--- config.mk ---
export PLATFORM = sky130hd
export DESIGN_NAME = data_mem_master
export DESIGN_NICKNAME = d
export VERILOG_FILES = /design/src/rtl/data_mem_pkg.sv /design/src/rtl/mem_lane_align.sv /design/src/rtl/data_mem_master.sv
export SDC_FILE = /design/constraint.sdc
export NUM_CORES = 1
export LEC_CHECK = 0
export BUFFER_PORTS_ARGS = -buffer_cell sky130_fd_sc_hd__buf_4
export CAP_MARGIN = 30
export CORE_ASPECT_RATIO = 2
export CORE_UTILIZATION = 45
export CTS_CLUSTER_SIZE = 8
export DETAILED_ROUTE_END_ITERATION = 16
export PLACE_DENSITY = 0.78
export SLEW_MARGIN = 15
export SYNTH_ARGS = -nofsm -noshare
export SYNTH_HDL_FRONTEND = slang
export SYNTH_SLANG_ARGS = --single-unit
--- constraint.sdc ---
create_clock -name clk -period 1.9 [get_ports clk]
set_input_delay 0.38 -clock clk [delete_from_list [all_inputs] [get_ports clk]]
set_output_delay 0.38 -clock clk [all_outputs]
set_load 0.05 [all_outputs]
--- src/rtl/data_mem_pkg.sv ---
// Shared types and defaults for the data memory master and its lane aligner.
package data_mem_pkg;

  localparam int DEF_WIDTH  = 32;
  localparam int DEF_ADDR_W = 9;

  typedef enum logic [1:0] {
    SZ_B   = 2'b00,
    SZ_H   = 2'b01,
    SZ_W   = 2'b10,
    SZ_RSV = 2'b11
  } size_t;

  typedef enum logic [1:0] {
    IDLE   = 2'b00,
    ACCESS = 2'b01,
    WRITE  = 2'b10,
    RESP   = 2'b11
  } state_t;

  // Reserved size is reported as misaligned so one test covers both.
  function automatic logic misaligned(input size_t sz, input logic [1:0] lo);
    case (sz)
      SZ_B:    return 1'b0;
      SZ_H:    return lo[0];
      SZ_W:    return lo != 2'b00;
      default: return 1'b1;
    endcase
  endfunction

endpackage

--- src/rtl/mem_lane_align.sv ---
// Little-endian lane steering for 32-bit words: load extraction with
// sign/zero extension, and sub-word merge for read-modify-write stores.
module mem_lane_align
  import data_mem_pkg::*;
#(
  parameter int WIDTH = DEF_WIDTH
) (
  input  logic [WIDTH-1:0] i_rd,
  input  logic [WIDTH-1:0] i_wdata,
  input  logic [1:0]       i_addr_lo,
  input  size_t            i_size,
  input  logic             i_unsigned,
  output logic [WIDTH-1:0] o_ext,
  output logic [WIDTH-1:0] o_merged
);

  logic [7:0]  w_byte [4];
  logic [3:0]  w_lane_sel;
  logic [7:0]  w_src [4];
  logic [7:0]  w_b;
  logic [15:0] w_h;

  for (genvar gi = 0; gi < 4; gi++) begin : g_lane
    assign w_byte[gi]     = i_rd[8*gi +: 8];
    assign w_lane_sel[gi] = (i_size == SZ_W) ||
                            (i_size == SZ_H && i_addr_lo[1] == ((gi / 2) != 0)) ||
                            (i_size == SZ_B && i_addr_lo == 2'(gi));
    // Store data is right-justified, so sub-word sources come from the low lanes.
    assign w_src[gi]      = (i_size == SZ_W) ? i_wdata[8*gi +: 8] :
                            (i_size == SZ_H) ? i_wdata[8*(gi % 2) +: 8] :
                                               i_wdata[7:0];
    assign o_merged[8*gi +: 8] = w_lane_sel[gi] ? w_src[gi] : w_byte[gi];
  end

  assign w_b = w_byte[i_addr_lo];
  assign w_h = i_addr_lo[1] ? {w_byte[3], w_byte[2]} : {w_byte[1], w_byte[0]};

  always_comb begin
    o_ext = '0;
    case (i_size)
      SZ_B:    o_ext = {{(WIDTH-8){~i_unsigned & w_b[7]}}, w_b};
      SZ_H:    o_ext = {{(WIDTH-16){~i_unsigned & w_h[15]}}, w_h};
      SZ_W:    o_ext = i_rd;
      default: o_ext = '0;
    endcase
  end

endmodule

--- src/rtl/data_mem_master.sv ---
// Multi-cycle load/store initiator for a word-addressed data memory.
// Optional DATA_MEM_MASTER_STATS_EN adds saturating load/store/error counters.
module data_mem_master
  import data_mem_pkg::*;
#(
  parameter int WIDTH  = DEF_WIDTH,
  parameter int ADDR_W = DEF_ADDR_W
) (
  input  logic             clk,
  input  logic             rst,
  input  logic             req_valid,
  output logic             req_ready,
  input  logic             req_we,
  input  logic [1:0]       req_size,
  input  logic             req_unsigned,
  input  logic [WIDTH-1:0] req_addr,
  input  logic [WIDTH-1:0] req_wdata,
  output logic             rsp_valid,
  output logic [WIDTH-1:0] rsp_rdata,
  output logic             rsp_err,
  output logic             mem_we,
  output logic [WIDTH-1:0] mem_adr,
  output logic [WIDTH-1:0] mem_wd,
  input  logic [WIDTH-1:0] mem_rd
`ifdef DATA_MEM_MASTER_STATS_EN
  ,
  output logic [15:0]      ld_cnt,
  output logic [15:0]      st_cnt,
  output logic [15:0]      err_cnt
`endif
);

  state_t              r_state;
  logic                r_we;
  logic                r_unsigned;
  size_t               r_size;
  logic [1:0]          r_lane;
  logic [ADDR_W-1:0]   r_mem_adr;
  logic [WIDTH-1:0]    r_mem_wd;
  logic [WIDTH-1:0]    r_rsp_rdata;
  logic                r_rsp_valid;
  logic                r_rsp_err;

  size_t               w_req_size;
  logic                w_illegal;
  logic [WIDTH-1:0]    w_ext;
  logic [WIDTH-1:0]    w_merged;

  assign w_req_size = size_t'(req_size);
  assign w_illegal  = misaligned(w_req_size, req_addr[1:0]) ||
                      (req_addr[WIDTH-1:ADDR_W+2] != '0);

  // r_mem_wd holds the raw store data until ACCESS, then the merged word.
  mem_lane_align #(.WIDTH(WIDTH)) u_align (
    .i_rd       (mem_rd),
    .i_wdata    (r_mem_wd),
    .i_addr_lo  (r_lane),
    .i_size     (r_size),
    .i_unsigned (r_unsigned),
    .o_ext      (w_ext),
    .o_merged   (w_merged)
  );

  always_ff @(posedge clk or negedge rst) begin
    if (!rst) begin
      r_state     <= IDLE;
      r_we        <= 1'b0;
      r_unsigned  <= 1'b0;
      r_size      <= SZ_B;
      r_lane      <= 2'b00;
      r_mem_adr   <= '0;
      r_mem_wd    <= '0;
      r_rsp_rdata <= '0;
      r_rsp_valid <= 1'b0;
      r_rsp_err   <= 1'b0;
    end else begin
      case (r_state)
        IDLE: begin
          if (req_valid) begin
            r_we       <= req_we;
            r_size     <= w_req_size;
            r_unsigned <= req_unsigned;
            r_lane     <= req_addr[1:0];
            r_mem_adr  <= req_addr[ADDR_W+1:2];
            r_mem_wd   <= req_wdata;
            if (w_illegal) begin
              r_rsp_rdata <= '0;
              r_rsp_err   <= 1'b1;
              r_rsp_valid <= 1'b1;
              r_state     <= RESP;
            end else begin
              r_state <= ACCESS;
            end
          end
        end
        ACCESS: begin
          if (!r_we) begin
            r_rsp_rdata <= w_ext;
            r_rsp_err   <= 1'b0;
            r_rsp_valid <= 1'b1;
            r_state     <= RESP;
          end else if (r_size == SZ_W) begin
            r_rsp_rdata <= '0;
            r_rsp_err   <= 1'b0;
            r_rsp_valid <= 1'b1;
            r_state     <= RESP;
          end else begin
            r_mem_wd <= w_merged;
            r_state  <= WRITE;
          end
        end
        WRITE: begin
          r_rsp_rdata <= '0;
          r_rsp_err   <= 1'b0;
          r_rsp_valid <= 1'b1;
          r_state     <= RESP;
        end
        RESP: begin
          r_rsp_valid <= 1'b0;
          r_state     <= IDLE;
        end
        default: r_state <= IDLE;
      endcase
    end
  end

  // Decoded from state so an asynchronous reset kills a pending write at once.
  assign mem_we    = (r_state == WRITE) ||
                     (r_state == ACCESS && r_we && r_size == SZ_W);
  assign req_ready = rst && (r_state == IDLE);
  assign mem_adr   = {{(WIDTH-ADDR_W){1'b0}}, r_mem_adr};
  assign mem_wd    = r_mem_wd;
  assign rsp_valid = r_rsp_valid;
  assign rsp_rdata = r_rsp_rdata;
  assign rsp_err   = r_rsp_err;

`ifdef DATA_MEM_MASTER_STATS_EN
  logic [2:0]  w_cnt_inc;
  logic [15:0] r_cnt [3];

  assign w_cnt_inc[0] = (r_state == RESP) && !r_rsp_err && !r_we;
  assign w_cnt_inc[1] = (r_state == RESP) && !r_rsp_err && r_we;
  assign w_cnt_inc[2] = (r_state == RESP) && r_rsp_err;

  for (genvar gi = 0; gi < 3; gi++) begin : g_stat
    always_ff @(posedge clk or negedge rst) begin
      if (!rst)
        r_cnt[gi] <= '0;
      else if (w_cnt_inc[gi] && r_cnt[gi] != 16'hFFFF)
        r_cnt[gi] <= r_cnt[gi] + 16'd1;
    end
  end

  assign ld_cnt  = r_cnt[0];
  assign st_cnt  = r_cnt[1];
  assign err_cnt = r_cnt[2];
`endif

endmodule

==> results.json, run 1 <==
{
  "outcome": "complete, but fails checks",
  "failed_checks": "negative setup slack",
  "syn_area_um2": 5110,
  "area_delta_synth_final_pct": 43.9,
  "final_common_cell": "buf_4",
  "synth-main-ff-cell": "dfrtp_1",
  "r2r-start": "r_state[1]",
  "via_count": 4865,
  "path_cells": "buf_4 -> ha_1 -> nand2_1 -> o21bai_2 -> buf_4",
  "crit_top_cell": "buf_4",
  "fill_cells": 893,
  "synth_top_cell_area_share": 0.407,
  "grt_overflow": 0,
  "timing.fmax_mhz": 517,
  "postCtsHoldBufs": 0,
  "ys_ff_latch": 83,
  "synth-async-reset-ratio": 1.00,
  "fin_skew_ns": 0.00717,
  "synthTopCellsByArea": "dfrtp_1 41%, mux2_2 9.7%, o211ai_1 4.8%",
  "seq_power_share": 0.206,
  "grt_pass1_wl_mm": 25.6,
  "setup_viol": 22,
  "syn_avg_cell_area_um2": 10.4,
  "swShare": 0.494,
  "hold_slack_ns": 0.0802,
  "drt_wl_total_mm": 17.0,
  "first_pass_iters": 5,
  "cts_max_level": 3,
  "power.switching_mw": 7.84,
  "nNetsFinal": 802,
  "critPathMaxStageDelay_ns": 0.36,
  "endpoint_kind": "output port",
  "yosysWarnings": 0,
  "numCtsBuffers": 9,
  "max_cap_viol_count": 0,
  "io_buffers": 179,
  "initial_core_util": 0.467,
  "ant_nets": 0,
  "viasPerCell": 5.79,
  "syn_inst": 489,
  "placementRows": 54,
  "die-area_um2": 11800,
  "ios": 203,
  "grt_pass1_vias": 4909,
  "finalMaxSlewViolations": 0,
  "clockBufferDepth": 2,
  "die_w_um": 77.3,
  "track_usage": 0.283,
  "worst-setup-path-type": "register to output port",
  "wl_per_cell_um": 20.2,
  "coreArea_um2": 10900,
  "crit_fanout": 4,
  "rsz0062_at_grt": "yes",
  "p_total_mw": 15.9,
  "layout_setup_ws_ns": -0.0354,
  "synth-seq-area-share": 0.407,
  "internal_power_mw": 8.04,
  "hold_viol": 0,
  "hpwl_mm": 13.1,
  "cts_tree": "yes",
  "synth.distinct_cells": 49,
  "power.leakage_nw": 3.39,
  "clock_power_share": 0.121,
  "critPathLaunch": "r_state[0]",
  "cp_data_required_time_ns": 1.52,
  "n_antenna_cell": 0,
  "gp_congestion": 0.901,
  "setup.worst_path.start_class": "register",
  "min_path_type": "primary input to asynchronous set/reset pin",
  "drc": 0,
  "cts_root_buf": "clkbuf_16",
  "antenna_found_initial": 0,
  "critPathSlowestCell": "dfrtp_1",
  "die_h_um": 153,
  "period_share": 1.02,
  "combPwrFrac": 0.673,
  "clock_sink_count": 83,
  "powerDensity_nw_per_um2": 2160,
  "drive_above_1_share": 0.460,
  "fin_crit_ns": 1.94,
  "layout_common_cells": "222 x buf_4, 82 x dfrtp_1, 41 x mux2_2",
  "arrival_ns": 1.56,
  "yosysTopAreaCell": "dfrtp_1",
  "grt_start_max_net_pins": 84,
  "synth_edf_count": 0,
  "dr.first_iter.drc_count": 294,
  "ir_drop_mv": 1.33,
  "clk_pin_slew_ns": 0.06,
  "clkLatencyLatePin_ns": 0.34,
  "fin_util": 0.672
}
what timing repair did:
action | in CTS | in global routing
cloned | 0 | 3
setup buffers | 0 | 7
resized for setup | 3 | 29
pin swaps | 0 | 8
setup endpoints to repair | 33 | 64
critical path, delay by kind of cell, from the launching register on:
kind	cells	cell delay [ns]
buffers and inverters	2	0.34
adders and majority gates	1	0.24
AOI/OAI and AO/OA	1	0.14
and+or+nand+nor	1	0.12
DFF	1	0.36
synthesized netlist by cell type, drive strengths merged, types with 3 or more instances:
| library cell | n |
|---|---|
| o21a | 3 |
| a221oi | 8 |
| nand3b | 9 |
| a21oi | 32 |
| ha | 4 |
| nor4 | 4 |
| a32oi | 7 |
| clkbuf | 16 |
| mux2 | 65 |
| nor2 | 4 |
| o211ai | 33 |
| a22o | 17 |
| inv | 5 |
| o221ai | 9 |
| nor2b | 4 |
| a31oi | 17 |
| o21bai | 9 |
| nand2b | 38 |
| dfrtp | 83 |
| nor3 | 3 |
| mux2i | 13 |
| nand3 | 10 |
| buf | 48 |
| nand2 | 18 |
| o21ai | 14 |
layout make-up:
type	count	area (µm²)	area share
clock buffer	11	243	0.0330
clock inverter	5	86.3	0.0117
inverter	5	18.8	0.00255
multi-input combinational	359	2810	0.383
sequential	83	2080	0.283
tap	140	175	0.0238
timing repair buffer	237	1940	0.263
state kept, by name (all words and copies together), names as in the netlist:
register,flops
r_lane,2
rsp_valid,1
r_size,2
r_state,2
r_unsigned,1
r_we,1
r_mem_adr,9
rsp_rdata,32
rsp_err,1
mem_wd,32
cell families (layout without fill, tap and decap cells):
| kind of cell | count (synthesis) | after routing | synth area share |
|---|---|---|---|
| AO/OA/AOI/OAI | 158 | 158 | 0.222 |
| adder cells (fa/ha/maj) | 4 | 4 | 0.00980 |
| buffers and inverters | 69 | 258 | 0.0789 |
| flip-flops | 83 | 83 | 0.407 |
| AND/OR/NAND/NOR | 96 | 96 | 0.113 |
| other | 1 | 23 | 0.000734 |
| multiplexers | 78 | 78 | 0.169 |
power groups by stage:
stage / combinational, mW / clock [mW] / sequential [mW]
detailed placement: 9.96 / 0 / 3.28
global route: 11.2 / 2.02 / 3.37
global placement: 9.80 / 0 / 3.24
CTS: 10.0 / 1.94 / 3.25
finish: 10.7 / 1.92 / 3.28
floorplan: 4.53 / 0 / 5.48
per-layer routing:
metal | vias up | routed length (µm) | track usage
li1 | 2211 | - | -
met5 | - | 0 | 0
met4 | 0 | 1200 | 0.179
met1 | 2340 | 5740 | 0.296
met3 | 66 | 892 | 0.0443
met2 | 248 | 9140 | 0.514
path summary, 6_finish.rpt:
path                                 endpoint  slack [ns]  cells after the start
worst min-delay path            rsp_rdata[26]        0.08                      2
worst max register to register  rsp_rdata[13]       -0.03                      7
worst min register to register  rsp_rdata[26]        0.51                      1
max in group asynchronous           r_lane[1]        1.45                      2
worst max-delay path                   mem_we       -0.04                      5
min in group clk                 r_mem_adr[2]        0.27                      2
through the flow:
step	std cells	TNS, ns	worst slack [ns]	area, µm²
2_1_floorplan	511	-1.23	-0.101	5210
4_1_cts	831	0	0.00173	7120
5_1_grt	840	-3.64	-0.114	7350
3_5_place_dp	815	-1.29	-0.0565	6770
6_report	840	-0.435	-0.0354	7350
3_3_place_gp	815	0	0.0252	6770
Power figures use the tool's default switching activity.
==> run 2: changes to the inputs <==
--- a/config.mk
+++ b/config.mk
@@ -6,4 +6,5 @@
 export NUM_CORES = 1
 export LEC_CHECK = 0
+export ABC_AREA = 1
 export BUFFER_PORTS_ARGS = -buffer_cell sky130_fd_sc_hd__buf_4
 export CAP_MARGIN = 30
@@ -12,5 +13,5 @@
 export CTS_CLUSTER_SIZE = 8
 export DETAILED_ROUTE_END_ITERATION = 16
-export PLACE_DENSITY = 0.78
+export PLACE_DENSITY = 0.77
 export SLEW_MARGIN = 15
 export SYNTH_ARGS = -nofsm -noshare
==> constraint.sdc (replaced) <==
create_clock -name clk -period 1.9 [get_ports clk]
set_input_delay 0.38 -clock clk [delete_from_list [all_inputs] [get_ports clk]]
set_output_delay 0.38 -clock clk [all_outputs]
set_load 0.02 [all_outputs]
==> results.json, run 2 <==
{
  "synth-async-reset-ratio": 1.00,
  "cts_max_level": 3,
  "fin_util": 0.618,
  "clk_pin_slew_ns": 0.07,
  "dp.cells": 1103,
  "io_buffers": 179,
  "ys_ff_latch": 83,
  "hold_viol": 0,
  "power.leakage_nw": 4.00,
  "yosys-top-cells-count": "316 x nand2_1, 83 x dfrtp_1, 64 x inv_1",
  "nNetsFinal": 1076,
  "arrival_ns": 1.47,
  "die_h_um": 157,
  "synth_top_cell_area_share": 0.385,
  "crit_family": "flip-flops",
  "setup_viol": 0,
  "finalMaxSlewViolations": 0,
  "grt_start_max_net_pins": 84,
  "area_delta_synth_final_pct": 33.8,
  "syn_avg_cell_area_um2": 6.72,
  "antenna_found_initial": 0,
  "syn_inst": 803,
  "drc": 0,
  "min_path_type": "primary input to asynchronous set/reset pin",
  "ant_nets": 0,
  "clockBufferDepth": 2,
  "viasPerCell": 5.11,
  "timing.fmax_mhz": 539,
  "layout_setup_ws_ns": 0.0453,
  "finalInstanceArea_um2": 7230,
  "cts_root_buf": "clkbuf_16",
  "synthTopCellsByArea": "dfrtp_1 38%, nand2_1 22%, a21oi_1 5.7%",
  "die_w_um": 79.5,
  "synth.distinct_cells": 28,
  "grt_pass1_wl_mm": 26.3,
  "via_count": 5717,
  "synth_edf_count": 0,
  "grt_overflow": 0,
  "die-area_um2": 12500,
  "fin_skew_ns": 0.0107,
  "drt_wl_total_mm": 16.5,
  "ios": 203,
  "yosysTopAreaCell": "dfrtp_1",
  "synth-seq-area-share": 0.385,
  "fin_cells": 1119,
  "path_cells": "inv_2 -> ha_4 -> nand2_1 -> o21bai_1 -> buf_4",
  "synth-main-ff-cell": "dfrtp_1",
  "grt_pass1_vias": 5280,
  "period_share": 0.976,
  "r2r-start": "r_state[0]",
  "wl_per_cell_um": 14.7,
  "coreArea_um2": 11700,
  "track_usage": 0.276,
  "cp_num_buf_inv": 2,
  "gp_congestion": 0.955,
  "clkLatencyLatePin_ns": 0.34,
  "n_antenna_cell": 0,
  "worst-setup-path-type": "register to output port",
  "setup.worst_path.start_class": "register",
  "critPathSlowestCell": "dfrtp_2",
  "syn_area_um2": 5400,
  "crit_fanout": 5,
  "final_common_cell": "nand2_1",
  "hpwl_mm": 12.7,
  "hold_slack_ns": 0.0641,
  "cp_data_required_time_ns": 1.52,
  "initial_core_util": 0.461,
  "outcome": "finished, final reports clean",
  "endpoint_kind": "output port",
  "yosysWarnings": 0,
  "critPathMaxStageDelay_ns": 0.44,
  "first_pass_iters": 5,
  "postCtsHoldBufs": 0,
  "numCtsBuffers": 9,
  "fin_crit_ns": 1.85,
  "layout_common_cells": "315 x nand2_1, 196 x buf_4, 80 x dfrtp_1",
  "place_ws_ns": -0.0391,
  "drive_above_1_share": 0.266,
  "placementRows": 56,
  "placed_area_um2": 6860,
  "cts_tree": "yes",
  "ir_drop_mv": 0.836,
  "clock_sink_count": 83,
  "critPathLaunch": "r_state[1]",
  "powerDensity_nw_per_um2": 1720,
  "max_cap_viol_count": 0,
  "dr.first_iter.drc_count": 320,
  "yosysMostFrequentCell": "nand2_1"
}
-- run 2: layout make-up --
| cell class | count | area [µm²] |
|---|---|---|
| clock buffers | 10 | 229 |
| clock inverters | 6 | 90.1 |
| fillers | 1085 | 4480 |
| inverters | 69 | 262 |
| multi-input cells | 603 | 2780 |
| flip-flops and latches | 83 | 2080 |
| well taps | 145 | 181 |
| repair buffers | 203 | 1610 |
-- run 2: power breakdown --
part	total (mW)	internal [mW]	switching (mW)
clock network	1.85	1.15	0.701
logic	7.59	2.87	4.72
registers	3.01	2.45	0.560
total	12.5	6.47	5.98
-- run 2: worst reg2reg max path, cell delays in order (launching register included) --
cell     delay, ns
dfrtp_2       0.45
inv_2         0.11
ha_4          0.20
nand2_1       0.07
nor2_1        0.10
nand3_1       0.09
nor2_2        0.16
nor2_4        0.08
nand2_2       0.13
buf_12        0.16
nand2_1       0.07
nand2_1       0.06
-- run 2: final timing paths --
check,cells after the start,slack (ns),end
worst max-delay path,5,0.05,mem_we
worst min register to register,2,0.48,rsp_err
max in group asynchronous,2,1.48,rsp_rdata[26]
worst min-delay path,2,0.06,r_we
min in group clk,2,0.27,r_mem_adr[3]
worst max register to register,11,0.15,rsp_rdata[26]
-- run 2: cells by family after synthesis --
| logic type | after synthesis | share of synthesized area |
|---|---|---|
| AOI/OAI and AO/OA | 134 | 0.130 |
| adders and majority gates | 4 | 0.00927 |
| buffers and inverters | 139 | 0.124 |
| DFF | 83 | 0.385 |
| muxes | 9 | 0.0188 |
| other | 1 | 0.000695 |
| and+or+nand+nor | 433 | 0.333 |
-- run 2: routing by layer --
metal,track usage,routed length (µm)
met1,0.323,6120
met5,0,0
met2,0.464,8370
met4,0.174,890
met3,0.0417,1110
-- run 2: repair_timing --
item | CTS | global route
setup endpoints to repair | 56 | 59
resized for setup | 2 | 14
pin swaps | 0 | 2
buffers inserted | 0 | 0
-- run 2: metrics by stage --
step	total power, mW	setup TNS (ns)
final	12.5	0
after global routing	13.4	-0.0342
after CTS	12.3	-0.0584
after detailed placement	10.4	-0.481
after global placement	10.3	0
after floorplan	7.87	0
==> run 3: changes to the inputs <==
- CORE_MARGIN: default -> 5
- CORE_UTILIZATION: 45 -> 46
- CTS_BUF_LIST: default -> sky130_fd_sc_hd__clkbuf_2
- PLACE_DENSITY: 0.77 -> 0.79
==> results.json, run 3 (same netlist as run 2, synthesis figures left out) <==
{
  "initial_core_util": 0.464,
  "fin_skew_ns": 0.0417,
  "drive_above_1_share": 0.361,
  "via_count": 6116,
  "min_path_type": "primary input to register",
  "finalMaxSlewViolations": 0,
  "coreArea_um2": 11600,
  "fill_cells": 991,
  "p_total_mw": 13.7,
  "route.met3.wl_mm": 1.69,
  "io_buffers": 179,
  "period_share": 1.08,
  "critPathMaxStageDelay_ns": 0.54,
  "clkLatencyLatePin_ns": 0.61,
  "hpwl_mm": 13.4,
  "met1_length_mm": 6.57,
  "cp_data_required_time_ns": 1.52,
  "die_h_um": 163,
  "cts_root_buf": "clkbuf_2",
  "first_pass_iters": 8,
  "cts_max_level": 3,
  "placementRows": 56,
  "setup.worst_path.start_class": "register",
  "power.leakage_nw": 4.34,
  "grt_pass1_vias": 5662,
  "clk_pin_slew_ns": 0.28,
  "drc": 0,
  "failed_checks": "negative setup slack",
  "cp_num_buf_inv": 1,
  "grt_overflow": 0,
  "die-area_um2": 14100,
  "crit_family": "flip-flops",
  "dr.first_iter.drc_count": 398,
  "numCtsBuffers": 9,
  "clock_sink_count": 83,
  "fin_crit_ns": 2.05,
  "layout_common_cells": "259 x nand2_1, 201 x buf_4, 79 x dfrtp_1",
  "crit_fanout": 7,
  "setup_viol": 35,
  "path_cells": "nand2_2 -> o21bai_4 -> buf_6",
  "nNetsFinal": 1109,
  "powerDensity_nw_per_um2": 1750,
  "track_usage": 0.261,
  "max_cap_viol_count": 0,
  "ios": 203,
  "viasPerCell": 5.30,
  "antenna_found_initial": 1,
  "fin_util": 0.675,
  "ant_nets": 0,
  "endpoint_kind": "output port",
  "hold_viol": 0,
  "area_delta_synth_final_pct": 45.4,
  "ir_drop_mv": 1.60,
  "worst-setup-path-type": "register to output port",
  "drt_wl_total_mm": 19.6,
  "grt_start_max_net_pins": 84,
  "die_w_um": 86.6,
  "timing.fmax_mhz": 488,
  "outcome": "complete, but fails checks",
  "arrival_ns": 1.67,
  "rsz0062_at_grt": "yes",
  "top_layer": "met4",
  "layout_setup_ws_ns": -0.148,
  "critPathSlowestCell": "dfrtp_2",
  "cts_tree": "yes",
  "final_common_cell": "nand2_1",
  "gp_congestion": 0.985,
  "grt_pass1_wl_mm": 28.7,
  "wl_met2_mm": 10.3,
  "clockBufferDepth": 2,
  "wl_per_cell_um": 17.0
}
[run 3: cell types whose count changed in the layout (fill, tap and decap cells not counted), moves of 6 or more]
cell | before | now
a21oi_1 | 61 | 55
a21oi_2 | 2 | 8
buf_6 | 0 | 8
clkbuf_2 | 0 | 9
dlygate4sd3_1 | 0 | 14
nand2_1 | 315 | 259
nand2_2 | 3 | 35
nand2_4 | 1 | 25
nor2_1 | 47 | 32
nor2_2 | 1 | 13
o21ai_0 | 59 | 53
[run 3: routing by layer]
metal | track usage | vias up
met2 | 0.450 | 328
li1 | - | 2917
met1 | 0.297 | 2795
met3 | 0.0510 | 76
met5 | 0 | -
met4 | 0.139 | 0
[run 3: report_power, final]
part	leakage, nW	switching (mW)	internal (mW)
Sequential	1.03	0.627	2.44
Combinational	3.24	5.82	3.94
Clock	0.0688	0.711	0.198
Total	4.34	7.15	6.58
[run 3: cell type report]
type / count / area, µm² / area share
Multi-Input combinational cell: 604 / 3180 / 0.405
Sequential cell: 83 / 2080 / 0.265
Timing Repair Buffer: 235 / 2010 / 0.257
Inverter: 69 / 285 / 0.0363
Tap cell: 145 / 181 / 0.0231
Clock inverter: 7 / 60.1 / 0.00765
Clock buffer: 9 / 45.0 / 0.00574
Antenna cell: 1 / 2.50 / 0.000319
[run 3: repair_timing]
action,CTS,global route
gates resized for setup,25,129
cloned,1,6
hold endpoints to repair,95,1
pin swaps,6,34
hold buffers,13,1
endpoints found under the setup margin,59,67
setup buffers,7,5
[run 3: stage by stage]
step | setup slack, ns | TNS (ns) | hold slack [ns] | instance area [µm²] | instances
after detailed placement | -0.0573 | -1.17 | 0.460 | 6850 | 1103
after CTS | -0.174 | -0.312 | 0.00255 | 7260 | 1140
after floorplan | 0.182 | 0 | 0.0844 | 5480 | 825
after global routing | -0.228 | -5.97 | 0.00376 | 7850 | 1153
final | -0.148 | -1.62 | 0.0423 | 7850 | 1153
after global placement | 0.0566 | 0 | 0.461 | 6850 | 1103
[run 3: path summary, 6_finish.rpt]
check	startpoint	endpoint	slack, ns	cells after the start
min	req_wdata[24]	mem_wd[24]	0.04	3
min in group asynchronous	rst	r_mem_adr[8]	0.33	3
min reg2reg	rsp_rdata[19]	rsp_rdata[19]	0.53	2
max reg2reg	r_state[1]	rsp_rdata[28]	-0.07	13
max	r_size[1]	mem_we	-0.15	3
max in group asynchronous	rst	rsp_rdata[26]	1.18	3
[run 3: worst register-to-register path, cell delays in order, from the launching register on]
cell and delay, ns:
dfrtp_1 0.47, inv_2 0.10, buf_6 0.11, ha_4 0.14
buf_6 0.12, nand2_4 0.05, nor2_4 0.08, nand3_2 0.10
nor2_4 0.15, nor2_4 0.08, nand2_4 0.18, clkbuf_16 0.22
nand2_4 0.05, nand2_2 0.05
